**src/rtl/tdm_demux_1to16_if.sv**
```systemverilog
// Bus bundle for the 1-to-16 TDM demultiplexer: serial beat inputs plus frame/status outputs.
interface tdm_demux_1to16_if;
  logic        din;
  logic        vld;
  logic        fsync;
  logic [15:0] Y;
  logic [3:0]  SEL;
  logic        frame_vld;
  logic        locked;
  logic        sync_err;
  logic        par_err;

  modport master (
    output din, vld, fsync,
    input  Y, SEL, frame_vld, locked, sync_err, par_err
  );

  modport slave (
    input  din, vld, fsync,
    output Y, SEL, frame_vld, locked, sync_err, par_err
  );
endinterface

```
**src/rtl/tdm_demux_1to16.sv**
```systemverilog
// Serial TDM frame demultiplexer with HUNT/LOCK framing and sync/parity error pulses.
// Define TDM_PARITY_EN to add a 17th even-parity beat per frame.
module tdm_demux_1to16 (
  input logic               clk,
  input logic               rst,
  tdm_demux_1to16_if.slave  bus
);

`ifdef TDM_PARITY_EN
  localparam int unsigned SelW = 5;
  localparam int unsigned ShW  = 16;
  localparam logic [SelW-1:0] LastSlot = 5'd16;
`else
  localparam int unsigned SelW = 4;
  localparam int unsigned ShW  = 15;
  localparam logic [SelW-1:0] LastSlot = 4'd15;
`endif

  typedef enum logic [0:0] {StHunt, StLock} state_e;

  state_e            state_q, state_d;
  logic [SelW-1:0]   sel_q, sel_d;
  logic [ShW-1:0]    shadow_q, shadow_d;
  logic [15:0]       y_q, y_d;
  logic              frame_vld_q, frame_vld_d;
  logic              sync_err_q, sync_err_d;
  logic              par_err_q, par_err_d;

  always_comb begin
    state_d     = state_q;
    sel_d       = sel_q;
    shadow_d    = shadow_q;
    y_d         = y_q;
    frame_vld_d = 1'b0;
    sync_err_d  = 1'b0;
    par_err_d   = 1'b0;
    if (bus.vld) begin
      unique case (state_q)
        StHunt: begin
          if (bus.fsync) begin
            shadow_d[0] = bus.din;
            sel_d       = SelW'(1);
            state_d     = StLock;
          end
        end
        StLock: begin
          if (bus.fsync) begin
            // Frame start; mid-frame fsync drops the partial frame and resyncs.
            sync_err_d  = (sel_q != '0);
            shadow_d[0] = bus.din;
            sel_d       = SelW'(1);
          end else if (sel_q == '0) begin
            sync_err_d = 1'b1;
            sel_d      = '0;
            state_d    = StHunt;
          end else if (sel_q == LastSlot) begin
            sel_d = '0;
`ifdef TDM_PARITY_EN
            if (bus.din == ^shadow_q) begin
              y_d         = shadow_q;
              frame_vld_d = 1'b1;
            end else begin
              par_err_d = 1'b1;
            end
`else
            y_d         = {bus.din, shadow_q[14:0]};
            frame_vld_d = 1'b1;
`endif
          end else begin
            shadow_d[sel_q[3:0]] = bus.din;
            sel_d                = sel_q + SelW'(1);
          end
        end
        default: state_d = StHunt;
      endcase
    end
  end

  always_ff @(posedge clk or posedge rst) begin
    if (rst) begin
      state_q     <= StHunt;
      sel_q       <= '0;
      shadow_q    <= '0;
      y_q         <= '0;
      frame_vld_q <= 1'b0;
      sync_err_q  <= 1'b0;
      par_err_q   <= 1'b0;
    end else begin
      state_q     <= state_d;
      sel_q       <= sel_d;
      shadow_q    <= shadow_d;
      y_q         <= y_d;
      frame_vld_q <= frame_vld_d;
      sync_err_q  <= sync_err_d;
      par_err_q   <= par_err_d;
    end
  end

  assign bus.Y         = y_q;
  assign bus.SEL       = sel_q[3:0];
  assign bus.locked    = (state_q == StLock);
  assign bus.frame_vld = frame_vld_q;
  assign bus.sync_err  = sync_err_q;
`ifdef TDM_PARITY_EN
  assign bus.par_err   = par_err_q;
`else
  assign bus.par_err   = 1'b0;
`endif

endmodule

```
**src/flat_wrapper.sv**
```systemverilog
// flat-port wrapper written by rule: the top's interface ports become plain ports
module tdm_demux_1to16_flat 
  (clk, rst, bus_din, bus_vld, bus_fsync, bus_Y, bus_SEL, bus_frame_vld, bus_locked, bus_sync_err, bus_par_err);
  tdm_demux_1to16_if bus_i ();
  input logic clk;
  input logic rst;
  input wire logic [$bits(bus_i.din)-1:0] bus_din;
  input wire logic [$bits(bus_i.vld)-1:0] bus_vld;
  input wire logic [$bits(bus_i.fsync)-1:0] bus_fsync;
  output wire logic [$bits(bus_i.Y)-1:0] bus_Y;
  output wire logic [$bits(bus_i.SEL)-1:0] bus_SEL;
  output wire logic [$bits(bus_i.frame_vld)-1:0] bus_frame_vld;
  output wire logic [$bits(bus_i.locked)-1:0] bus_locked;
  output wire logic [$bits(bus_i.sync_err)-1:0] bus_sync_err;
  output wire logic [$bits(bus_i.par_err)-1:0] bus_par_err;
  assign bus_i.din = bus_din;
  assign bus_i.vld = bus_vld;
  assign bus_i.fsync = bus_fsync;
  assign bus_Y = bus_i.Y;
  assign bus_SEL = bus_i.SEL;
  assign bus_frame_vld = bus_i.frame_vld;
  assign bus_locked = bus_i.locked;
  assign bus_sync_err = bus_i.sync_err;
  assign bus_par_err = bus_i.par_err;
  tdm_demux_1to16 u_core (.clk(clk), .rst(rst), .bus(bus_i));
endmodule
```
**config.mk**
```make
export PLATFORM = sky130hd
export DESIGN_NAME = tdm_demux_1to16_flat
export DESIGN_NICKNAME = d
export VERILOG_FILES = /design/src/rtl/tdm_demux_1to16_if.sv /design/src/rtl/tdm_demux_1to16.sv /design/src/flat_wrapper.sv
export SDC_FILE = /design/constraint.sdc
export NUM_CORES = 1
export LEC_CHECK = 0
export CORE_UTILIZATION = 35
export DETAILED_ROUTE_END_ITERATION = 8
export PLACE_DENSITY = 0.61
export SLEW_MARGIN = 25
export SYNTH_ARGS = -nofsm -noshare
export SYNTH_HDL_FRONTEND = slang
export SYNTH_SLANG_ARGS = --single-unit
```
**constraint.sdc**
```tcl
create_clock -name clk -period 2 [get_ports clk]
set_input_delay 0.2 -clock clk [delete_from_list [all_inputs] [get_ports clk]]
set_output_delay 0.2 -clock clk [all_outputs]
set_load 0.005 [all_outputs]
```
---- Word-level counts from Yosys, hierarchy flattened ----
Cells that the tools add are included.
cells by class
  mux-type cells .......................... 26
  bitwise logic cells ..................... 4
  eq/ne operators ......................... 4
  reductions and logical operators ........ 7
  order comparisons ....................... 2
  $add $sub $neg .......................... 1
operators with widths
  kind                                                                                 number
  1-bit 2-to-1 mux                                                                     17
  4-bit 2-to-1 mux                                                                     4
  15-bit bitwise mux                                                                   1
  5-bit AND reduction                                                                  2
  4-bit case mux with 2 select lines                                                   1
  3-bit inequality test, second input constant                                         2
  4-bit by 5-bit less-than comparator with 1-bit output, second input constant         1
  4-bit by 1-bit adder with 4-bit output, second input constant                        1
  1-bit demux with 4-bit select                                                        1
  4-bit == test, second input constant                                                 1
  4-bit by 1-bit greater-or-equal comparator with 1-bit output, second input constant  1
  4-bit logical NOT                                                                    1
  1-bit NOT                                                                            4
  1-bit case mux with 2 select lines                                                   2
  4-bit AND reduction                                                                  1
  4-bit nonzero test                                                                   1
  2-bit inequality test, second input constant                                         1
  2-bit AND reduction                                                                  1
  1-bit logical AND                                                                    1
storage, ports and cells
  register bits after elaboration ......... 38
  logic and storage cells ................. 51
  bits of input ports ..................... 5

---- Longest topological paths before layout ----
  depth after elaboration ................. 9
  depth in mapped cells ................... 7

---- Worst setup path after synthesis ----
No wires, ideal clock.
  kind .................................... reg-to-reg
  start ................................... register u_core.sel_q[0], in the netlist u_core.bus.SEL[0]
  end ..................................... register u_core.shadow_q[0]
  library setup time ...................... 0.128 ns
  setup slack ............................. 0.059 ns
  data required time ...................... 1.872 ns
  arrival time ............................ 1.813 ns
  cell stages (with the launch flop) ...... 8
  cells stage by stage .................... dfrtp_1 -> inv_1 -> ha_1 -> nor3b_2 -> ha_1 -> nor2b_1 -> o221ai_1 -> mux2_1
between the ends
  longest elaborated chain between the ends .. 9
  elaborated cells between the ends (all ways) .. 15
  those cells by class .................... order compare: 2; eq/ne: 3; mux: 7; reduce/logical: 3
RTL lines
  element                                                                                                                                                      RTL line               text
  from (decl)                                                                                                                                                  tdm_demux_1to16.sv:22  logic [SelW-1:0] sel_q, sel_d;
  from (signal assigned)                                                                                                                                       tdm_demux_1to16.sv:90  sel_q <= sel_d;
  4-bit by 5-bit less-than comparator with 1-bit output (implied by the code) or 4-bit by 1-bit greater-or-equal comparator with 1-bit output (tied branches)  tdm_demux_1to16.sv:70  shadow_d[sel_q[3:0]] = bus.din;
  1-bit logical AND (implied by the code)                                                                                                                      tdm_demux_1to16.sv:70
  1-bit 2-to-1 mux (implied by the code)                                                                                                                       tdm_demux_1to16.sv:70
  1-bit demux with 4-bit select                                                                                                                                --
  15-bit bitwise mux                                                                                                                                           tdm_demux_1to16.sv:70
  1-bit 2-to-1 mux                                                                                                                                             tdm_demux_1to16.sv:56  end else if (sel_q == LastSlot) begin
  1-bit 2-to-1 mux                                                                                                                                             tdm_demux_1to16.sv:52  end else if (sel_q == '0) begin
  1-bit 2-to-1 mux                                                                                                                                             tdm_demux_1to16.sv:47  if (bus.fsync) begin
  1-bit case mux with 2 select lines                                                                                                                           tdm_demux_1to16.sv:38  unique case (state_q)
  to (signal assigned)                                                                                                                                         tdm_demux_1to16.sv:91  shadow_q <= shadow_d;
  to (decl)                                                                                                                                                    tdm_demux_1to16.sv:23  logic [ShW-1:0] shadow_q, shadow_d;
Parallel ways exist; a longest one is shown, timed or not. The select of a mux whose other input is x is not followed.
A chain may end at the register's enable or synchronous reset.

---- Final worst setup path ----
  start ................................... register u_core.sel_q[1], in the netlist u_core.bus.SEL[1]
  end ..................................... register u_core.shadow_q[0]
Same word-level chain as after synthesis.

==> out/metrics.yaml <==
clock.fmax_ghz: 0.541
synth.avg_cell_area_um2: 12.9
dieWidth_um: 73.7
p_leak_uw: 0.00104
synth_area_um2: 1800
wl_per_cell_um: 14.3
synth_nets: 149
hold_class: "in -> async"
cts_buffer_depth: 2
cts_tree: "built"
maxCapViolCount: 0
grt_pass1_wl_um: 5630
die_h_um: 73.7
clock_skew_ns: 0.00422
setup_viol: 0
drv_slew: 0
place_area_um2: 2140
utilization_pct: 46.5
drt_iter0_drc: 36
netlist-cell-type-count: 33
path_class: "reg -> reg"
synth-seq-cells: 38
antenna_found_initial: 0
areaGrowthSynthToFinish_pct: 24.7
start_util_pct: 37.3
overflow: 0
drive_gt1_share_pct: 24.4
critPathLaunchType: "register"
period_needed_ns: 1.85
dr.pass1.iters: 4
worst_slack_ns: 0.153
relSlewSlack_pct: 65.8
grtUsageTotal_pct: 14.3
critPathArrivalTime_ns: 2.02
critPathMaxFanout: 5
path_buf_inv: 1
power_per_cell_area_nw_per_um2: 989
io_pins: 29
rsz0062_at_grt: "no"
slowest_stage: "dfrtp_1"
ys.flop_type: "dfrtp_1"
post-place-cells: 231
clk_latency_ns: 0.29
cp_top_family: "adder cells"
clk_pin_slew_ns: 0.07
postRouteAntennaNets: 0
gp_congestion: 0.884
cts_root_buffer: "clkbuf_8"
final_area_um2: 2240
drc: 0
cts.htree.levels: 2
tightest_slew_ns: 0.512
crit_path_end_kind: "register"
irDropWorstVdd_mv: 0.528
n_antenna_cell: 0
vias: 1185
ctsHoldBuffers: 0
yosys_warnings: 0
routed_wl_um: 3410
cts.sinks: 38
die_area_um2: 5420
core_area_um2: 4820
fill_cells: 452
finalHoldViolations: 0
async_reset_ff_share_pct: 100
dpl.hpwl_um: 2430
outcome: "completed"
synth-edff-count: 0
grt_max_degree: 39
stdcell_count: 239
synth_seq_area_share_pct: 52.9
grt_pass1_vias: 1176
cts_made_buffers: 5
nets: 181
slowest_delay_ns: 0.38
vias_per_cell: 4.96
row_count: 25
cp_cell_sequence: "inv_1, ha_2, nor3b_4, ha_1, nor2b_1, o221ai_1, mux2_1"
critical_path_required_ns: 2.17
finalSetupTns_ns: 0
synthCells: 139
pre_cts_slack_ns: 0.129
min_period_over_period_pct: 92.4
port_buffers: 27
-- power breakdown --
part | total, uW | switching [uW] | internal, uW
Combinational | 668 | 308 | 360
Clock | 532 | 254 | 278
Sequential | 1020 | 121 | 895
Total | 2220 | 683 | 1530
-- layout make-up --
cell class	count	area (um^2)	share of cell area, %
Tap cell	67	83.8	3.74
Clock buffer	7	86.3	3.85
Sequential cell	38	951	42.4
Inverter	5	18.8	0.838
Timing Repair Buffer	36	338	15.1
Multi-Input combinational cell	85	758	33.8
Clock inverter	1	5.00	0.223
-- kinds of logic after synthesis --
kind of cell / Yosys count / synth area share [%]
AND/OR/NAND/NOR: 38 / 13.0
flip-flops: 38 / 52.9
multiplexers: 31 / 21.3
buffers and inverters: 16 / 5.36
AO/OA/AOI/OAI: 10 / 3.76
adder cells (fa/ha/maj): 5 / 3.48
other: 1 / 0.209
-- registers in the layout, summed over array words and instances (netlist names) --
| name | flops |
|---|---|
| u_core.bus.frame_vld | 1 |
| u_core.bus.locked | 1 |
| u_core.shadow_q | 15 |
| u_core.bus.Y | 16 |
| u_core.bus.SEL | 4 |
| u_core.bus.sync_err | 1 |
-- cell usage after synthesis (3+ instances only) --
cell type / count / area, um^2
ha_1: 5 / 62.6
dfrtp_1: 38 / 951
nor4_1: 4 / 25.0
nand2_1: 3 / 11.3
clkbuf_1: 4 / 15.0
nand3_1: 15 / 75.1
nor2b_1: 3 / 18.8
mux2_1: 10 / 113
mux2_4: 9 / 135
o21ai_0: 3 / 15.0
inv_1: 5 / 18.8
buf_6: 4 / 45.0
mux2_2: 12 / 135
-- per-stage QoR --
| step | hold slack (ns) | power (uW) |
|---|---|---|
| detailed placement | 0.484 | 1680 |
| floorplan | 0.335 | 1400 |
| finish | 0.318 | 2220 |
| global route | 0.356 | 2350 |
| CTS | 0.334 | 2220 |
| global placement | 0.469 | 1660 |
-- layout by cell type (no fill, tap or decap), drive strengths merged --
cell,count
dfrtp,38
mux2,31
clkdlybuf4s50,27
nand3,15
buf,9
clkbuf,7
inv,5
ha,5
nor4,4
nor2b,3
nand2,3
o21ai,3
a21oi,2
nor2,2
nand3b,2
and3,2
a31oi,1
and3b,1
and2,1
nor3b,1
nand2b,1
o221ai,1
nor3,1
and4bb,1
nor4b,1
a22o,1
o41ai,1
a221o,1
conb,1
clkinv,1
-- worst min-delay path: stages --
cell	delay [ns]
clkdlybuf4s50_1	0.39
inv_1	0.05
buf_4	0.40
-- per-layer routing --
| layer | GRT usage, % | wire length, um |
|---|---|---|
| met1 | 16.9 | 1530 |
| met2 | 23.1 | 1630 |
| met3 | 4.39 | 142 |
| met4 | 7.91 | 98 |
| met5 | 0 | 0 |
-- final timing paths --
path	from	to	slack, ns	cells past startpoint
max	u_core.bus.SEL[1]$_DFFE_PP0N_	u_core.shadow_q[0]$_DFFE_PP0P_	0.15	7
min	rst	u_core.bus.Y[10]$_DFFE_PP0P_	0.32	3
max reg2reg	u_core.bus.SEL[1]$_DFFE_PP0N_	u_core.shadow_q[0]$_DFFE_PP0P_	0.15	7
min reg2reg	u_core.shadow_q[1]$_DFFE_PP0P_	u_core.bus.Y[1]$_DFFE_PP0P_	0.50	1
max in group asynchronous	rst	u_core.shadow_q[4]$_DFFE_PP0P_	1.36	3
min in group clk	u_core.shadow_q[1]$_DFFE_PP0P_	u_core.bus.Y[1]$_DFFE_PP0P_	0.50	1
-- what timing repair did --
item,4_1_cts,5_1_grt
resized for setup,0,2
setup endpoints to repair,0,1
buffers inserted,0,0
(Power assumes the default switching activity.)
